[config.mk]
export PLATFORM = sky130hd
export DESIGN_NAME = uart_rx_param
export DESIGN_NICKNAME = d
export VERILOG_FILES = /design/src/rtl/uart_rx_param.sv
export SDC_FILE = /design/constraint.sdc
export NUM_CORES = 1
export LEC_CHECK = 0
export ABC_CLOCK_PERIOD_IN_PS = 2300
export CAP_MARGIN = 20
export CORE_MARGIN = 2
export CORE_UTILIZATION = 51
export CTS_BUF_LIST = sky130_fd_sc_hd__clkbuf_16
export DETAILED_ROUTE_END_ITERATION = 6
export GPL_TIMING_DRIVEN = 0
export HOLD_SLACK_MARGIN = 0.06
export PLACE_DENSITY = 0.74
export SLEW_MARGIN = 20
export SYNTH_ARGS = -nofsm -noshare
export SYNTH_HDL_FRONTEND = slang
export SYNTH_SLANG_ARGS = --single-unit
[constraint.sdc]
create_clock -name CLK -period 2.3 [get_ports CLK]
set_input_delay 0.46 -clock CLK [delete_from_list [all_inputs] [get_ports CLK]]
set_output_delay 0.46 -clock CLK [all_outputs]
set_load 0.02 [all_outputs]
[src/rtl/uart_rx_param.sv]
// uart_rx_param: oversampled UART receiver with 3-sample majority vote, configurable framing,
// and a one-word output register with parity/framing/overrun/break flags.
module uart_rx_param #(
    parameter int DATA_BITS = 8,
    parameter int PARITY    = 1,
    parameter int STOP_BITS = 1,
    parameter int OVS       = 16
) (
    input  logic                 CLK,
    input  logic                 RST,
    input  logic                 OVS_CE,
    input  logic                 RXD,
    input  logic                 RX_READY,
    output logic [DATA_BITS-1:0] RX_DATA,
    output logic                 RX_VALID,
    output logic                 PAR_ERR,
    output logic                 FRM_ERR,
    output logic                 OVR_ERR,
    output logic                 BREAK,
    output logic                 BUSY
);
    localparam int TW = $clog2(OVS);
    localparam logic [TW-1:0] T_S0  = TW'(OVS / 2 - 1);
    localparam logic [TW-1:0] T_S1  = TW'(OVS / 2);
    localparam logic [TW-1:0] T_DEC = TW'(OVS / 2 + 1);
    localparam logic [TW-1:0] T_END = TW'(OVS - 1);
    localparam logic [3:0]    LAST_D = 4'(DATA_BITS - 1);
    localparam logic [3:0]    LAST_S = 4'(STOP_BITS - 1);

    typedef enum logic [2:0] {S_IDLE, S_START, S_DATA, S_PAR, S_STOP, S_WEND} state_t;

    state_t               r_state, w_state_nxt;
    logic [1:0]           r_sync;
    logic [TW-1:0]        r_tick, w_tick;
    logic [3:0]           r_bit;
    logic [DATA_BITS-1:0] r_shift;
    logic                 r_s0, r_s1, r_perr, r_frm, r_brk;
    logic                 w_rxs, w_run, w_start, w_dec, w_end, w_maj;
    logic                 w_frm, w_brk, w_deliver, w_load, w_hs;

    assign w_rxs = r_sync[1];
    assign BUSY  = r_state != S_IDLE;

    // w_tick is the index of the tick being processed on this OVS_CE
    always_comb begin
        w_tick      = (r_tick == T_END) ? '0 : r_tick + 1'b1;
        w_run       = OVS_CE && BUSY && r_state != S_WEND;
        w_start     = OVS_CE && r_state == S_IDLE && !w_rxs;
        w_dec       = w_run && w_tick == T_DEC;
        w_end       = w_run && w_tick == T_END;
        w_maj       = (r_s0 & r_s1) | (r_s0 & w_rxs) | (r_s1 & w_rxs);
        w_frm       = r_frm | !w_maj;
        w_brk       = (r_bit == '0) ? (r_shift == '0 && !w_maj) : r_brk;
        w_deliver   = w_dec && r_state == S_STOP && r_bit == LAST_S;
        w_load      = w_deliver && (!RX_VALID || RX_READY);
        w_hs        = RX_VALID && RX_READY;
        w_state_nxt = r_state;
        case (r_state)
            S_IDLE:  w_state_nxt = w_start ? S_START : S_IDLE;
            S_START: w_state_nxt = (w_dec && w_maj) ? S_IDLE : (w_end ? S_DATA : S_START);
            S_DATA:  w_state_nxt = (w_end && r_bit == LAST_D) ? ((PARITY != 0) ? S_PAR : S_STOP) : S_DATA;
            S_PAR:   w_state_nxt = w_end ? S_STOP : S_PAR;
            S_STOP:  w_state_nxt = w_deliver ? (w_frm ? S_WEND : S_IDLE) : S_STOP;
            S_WEND:  w_state_nxt = w_rxs ? S_IDLE : S_WEND;
            default: w_state_nxt = S_IDLE;
        endcase
    end

    always_ff @(posedge CLK or posedge RST) begin
        if (RST) r_state <= S_IDLE;
        else     r_state <= w_state_nxt;
    end

    always_ff @(posedge CLK or posedge RST) begin
        if (RST) begin
            r_sync   <= 2'b11;
            r_tick   <= '0;
            r_bit    <= '0;
            r_shift  <= '0;
            r_s0     <= 1'b0;
            r_s1     <= 1'b0;
            r_perr   <= 1'b0;
            r_frm    <= 1'b0;
            r_brk    <= 1'b0;
            RX_DATA  <= '0;
            RX_VALID <= 1'b0;
            PAR_ERR  <= 1'b0;
            FRM_ERR  <= 1'b0;
            OVR_ERR  <= 1'b0;
            BREAK    <= 1'b0;
        end else begin
            r_sync <= {r_sync[0], RXD};
            if (w_start) begin
                r_tick  <= '0;
                r_bit   <= '0;
                r_shift <= '0;
                r_perr  <= 1'b0;
                r_frm   <= 1'b0;
                r_brk   <= 1'b0;
            end else if (w_run) begin
                r_tick <= w_tick;
                if (w_tick == T_S0) r_s0 <= w_rxs;
                if (w_tick == T_S1) r_s1 <= w_rxs;
                if (w_dec && r_state == S_DATA) r_shift <= {w_maj, r_shift[DATA_BITS-1:1]};
                if (w_dec && r_state == S_PAR) r_perr <= (PARITY == 2) ^ (^r_shift) ^ w_maj;
                if (w_dec && r_state == S_STOP) begin
                    r_frm <= w_frm;
                    r_brk <= w_brk;
                end
                if (w_end && (r_state == S_DATA || r_state == S_STOP))
                    r_bit <= (r_state == S_DATA && r_bit == LAST_D) ? '0 : r_bit + 1'b1;
            end
            if (w_load) begin
                RX_DATA <= r_shift;
                PAR_ERR <= r_perr;
                FRM_ERR <= w_frm;
            end
            RX_VALID <= w_load | (RX_VALID & ~RX_READY);
            // a drop in the same cycle as a handshake still reports the overrun
            OVR_ERR  <= (w_deliver & ~w_load) | (OVR_ERR & ~w_hs);
            BREAK    <= (w_deliver & w_brk) | (BREAK & ~(r_state == S_WEND && w_rxs));
        end
    end
endmodule

==> results.md <==
- Total GRT Usage: 0.218
- Residual DRC count: 0
- Arrival time worst endpoint: 1.79 ns
- Outcome: complete, no violations
- Number of nets with antenna violations after routing: 0
- Nets: 236
- Wirelength per Cell: ~16 microns
- Routed wire length: 4410 microns
- Main synth FF type: dfrtp_1
- Netlist area before placement: between 1500 and 2000 sq um
- Yosys cell types: 48
- Met1 usage: 0.272
- Clk sink count: 38
- DIE WIDTH: about 66 microns
- Area leader, netlist: dfrtp_1
- First-pass GRT wire length: about 7200 microns
- Post-synth EDFFs: 0
- Clk pwr share: 0.322
- Setup crit start kind: register
- Met3 usage: 0.0389
- Maximum VDD drop: ~710 uV
- 1st-iter DRT viols: 246
- Grt ovf: 0
- Fillers: about 270
- Vias: approximately 1,600
- Clk slew on worst S/H paths: roughly 0.060 ns
- Synth top area cells: dfrtp_1 (45%), ha_1 (6.3%), mux2_2 (5.1%)
- Initial Utilization: 0.536
- GPL Wtd Cong: 0.949
- Max-slew violations: 0
- PD cells: around 1100 nW/um^2
- Synth warn: 0
- DR vias/cell: ~5.9
- Setup TNS: 0 ns
- Power share of the combinational group: 0.348
- Sw power: around 900 uW
- Placed insts: about 260
- Vias in the first global route: between 1,500 and 2,000
- Cells after Synth: 190
- Pin count of the biggest net entering global routing: 39
- WP data required: between 1.5 and 2 ns
- DP Area: between 2000 and 2500 sq um
- Actual slew at the worst max-slew pin: between 0.7 and 0.8 ns
- CTS H-tree lvls: 2
- Initial antenna violation count: 0
- Chip height: roughly 66 microns
- Ys async rst share: 1.00
- Final core utilization: 0.678
- Syn_nets: approximately 210
- Antenna Cells: 0
- Met2 Use GR: 0.374
- Final hold violations: 0
- Non-filler cells, final: 270
- Buffers on Ports: 18
- Max FO, Critical Path: 9
- Detailed Place HPWL: about 3000 microns
- LEAKAGE: roughly 1.1 nW
- 1st-pass router iterations: 4
- Period Utilization, post-route: 0.978
- Worst hold-check path type: reg -> reg
- Clock buffer count from CTS: 5
- Slew headroom: 0.482
- Layout cells sized above 1: 0.180
- Crit-path cells: buf_4, or3_1, clkdlybuf4s50_1
- Slowest cell on crit path: clkdlybuf4s50_1
- WP buf/inv: 2
- GRT Max-Usage Layer: met2
- Endpoints failing setup: 0
- Core ar.: 3720 sq um
- Endpoint type of the worst setup path: output port
- Mean Syn Cell Area: between 10 and 15 sq um
- Max cap viols: 0
- Post-synth top area share: 0.452
- Post-synthesis register bit count: 38
- Clock Latency Late Sink: 0.28 ns
- Bufs on Longest Clock Path: 2
- Pint: ~1.8 mW
- FP Rows: 22
- Switching Share: 0.334
- Worst Clk Skew: around 0.0043 ns
- Sequential share of power: 0.331
- Fmax: ~0.44 GHz
- Final min period: roughly 2.2 ns
- Total power: roughly 2.7 mW
- Cell family with the largest share of critical-path delay: buffers and inverters
- CP Class: reg -> out
- I/O Pins: 19
- Seq/Total Area, Yosys: 0.479
- Cell area after layout: 2520 sq um
- CTS tree: built
- Root Driver: clkbuf_16
- Die Area: between 4000 and 5000 sq um
- Area grow syn2layout: 26.5%
- Crit-path max cell delay: 0.56 ns
flip-flops by register name, summed over array words and instances, names as in the netlist:
signal and flops:
RX_DATA 8, PAR_ERR 1, r_shift 8, r_s0 1, r_perr 1, RX_VALID 1, r_bit 4, BREAK 1
r_frm 1, r_state 3, r_sync 2, r_tick 4, OVR_ERR 1, r_s1 1, FRM_ERR 1
Yosys cell counts (all sizes together), types with 2 or more instances:
library cell  instances
a21o                  3
nand3                 6
inv                  18
clkbuf                2
ha                   10
nor3b                 2
nand4b                2
dfrtp                36
xnor2                 8
mux2                 11
nand2                18
nor2                 11
or3                   2
o21ai                 8
o31ai                11
nand4                 3
nor3                  2
buf                   3
and2                  2
o211ai                3
nand2b                4
dfstp                 2
a21oi                 4
per-layer routing:
layer / vias to the layer above / share of wire
met5: - / 0
met4: 0 / 0.025
met2: 66 / 0.51
li1: 729 / -
met1: 793 / 0.42
met3: 12 / 0.050
layout by cell type (no fill, tap or decap), types with 5 or more instances in the layout:
cell and count:
xnor2_1 7, nand2_1 18, clkdlybuf4s50_1 18, dfrtp_1 36, nor2_1 11, buf_4 7, o31ai_1 11, mux2_2 9
inv_1 17, ha_1 9, clkbuf_16 5, o21ai_0 8, nand3_1 5
layout make-up:
| type | count | area (sq um) | share of cell area |
|---|---|---|---|
| Multi-Input combinational cell | 129 | 977 | 0.388 |
| Buffer | 4 | 27.5 | 0.0109 |
| Inverter | 18 | 67.6 | 0.0268 |
| Clock inverter | 3 | 63.8 | 0.0253 |
| Sequential cell | 38 | 953 | 0.378 |
| Tap cell | 48 | 60.1 | 0.0238 |
| Clock buffer | 5 | 125 | 0.0497 |
| Timing Repair Buffer | 25 | 245 | 0.0973 |
stage by stage:
stage	hold slack, ns	setup slack (ns)
floorplan	0.345	0.110
global placement	0.348	-0.195
detailed placement	0.353	-0.272
CTS	0.361	0.0371
global route	0.367	-0.000666
finish	0.361	0.0505
what timing repair did:
item,in CTS,in global routing
endpoints found under the setup margin,19,22
resized for setup,3,3
buffers inserted,3,4
hold buffers,0,0
pin swaps,2,2
gates cloned,0,0
power by group through the flow:
stage	clock (mW)	combinational, mW	sequential, mW
after global placement	0	0.764	0.890
final	0.874	0.945	0.898
after floorplan	0	0.609	0.882
after detailed placement	0	0.798	0.899
after global routing	0.920	1.03	0.914
after CTS	0.884	0.887	0.892
cells by family after synthesis:
logic type / share of synthesized area
AND/OR/NAND/NOR: 0.160
AO/OA/AOI/OAI: 0.142
flip-flops: 0.479
buffers and inverters: 0.0496
multiplexers: 0.0672
adder cells (fa/ha/maj): 0.0628
XOR/XNOR: 0.0396
worst paths after layout:
check                                            from                     end  slack [ns]  cells after the start
worst min-delay path              r_sync[0]$_DFF_PP1_     r_sync[1]$_DFF_PP1_        0.36                      0
max in group asynchronous                         RST  RX_DATA[7]$_DFFE_PP0P_        1.15                      2
worst min register to register    r_sync[0]$_DFF_PP1_     r_sync[1]$_DFF_PP1_        0.36                      0
worst max register to register  r_tick[0]$_DFFE_PP0P_  RX_DATA[5]$_DFFE_PP0P_        0.11                      7
worst max-delay path             r_state[2]$_DFF_PP0_                    BUSY        0.05                      3
min in group asynchronous                         RST  r_shift[0]$_DFFE_PP0P_        0.65                      2
Power figures use the tool's default switching activity.
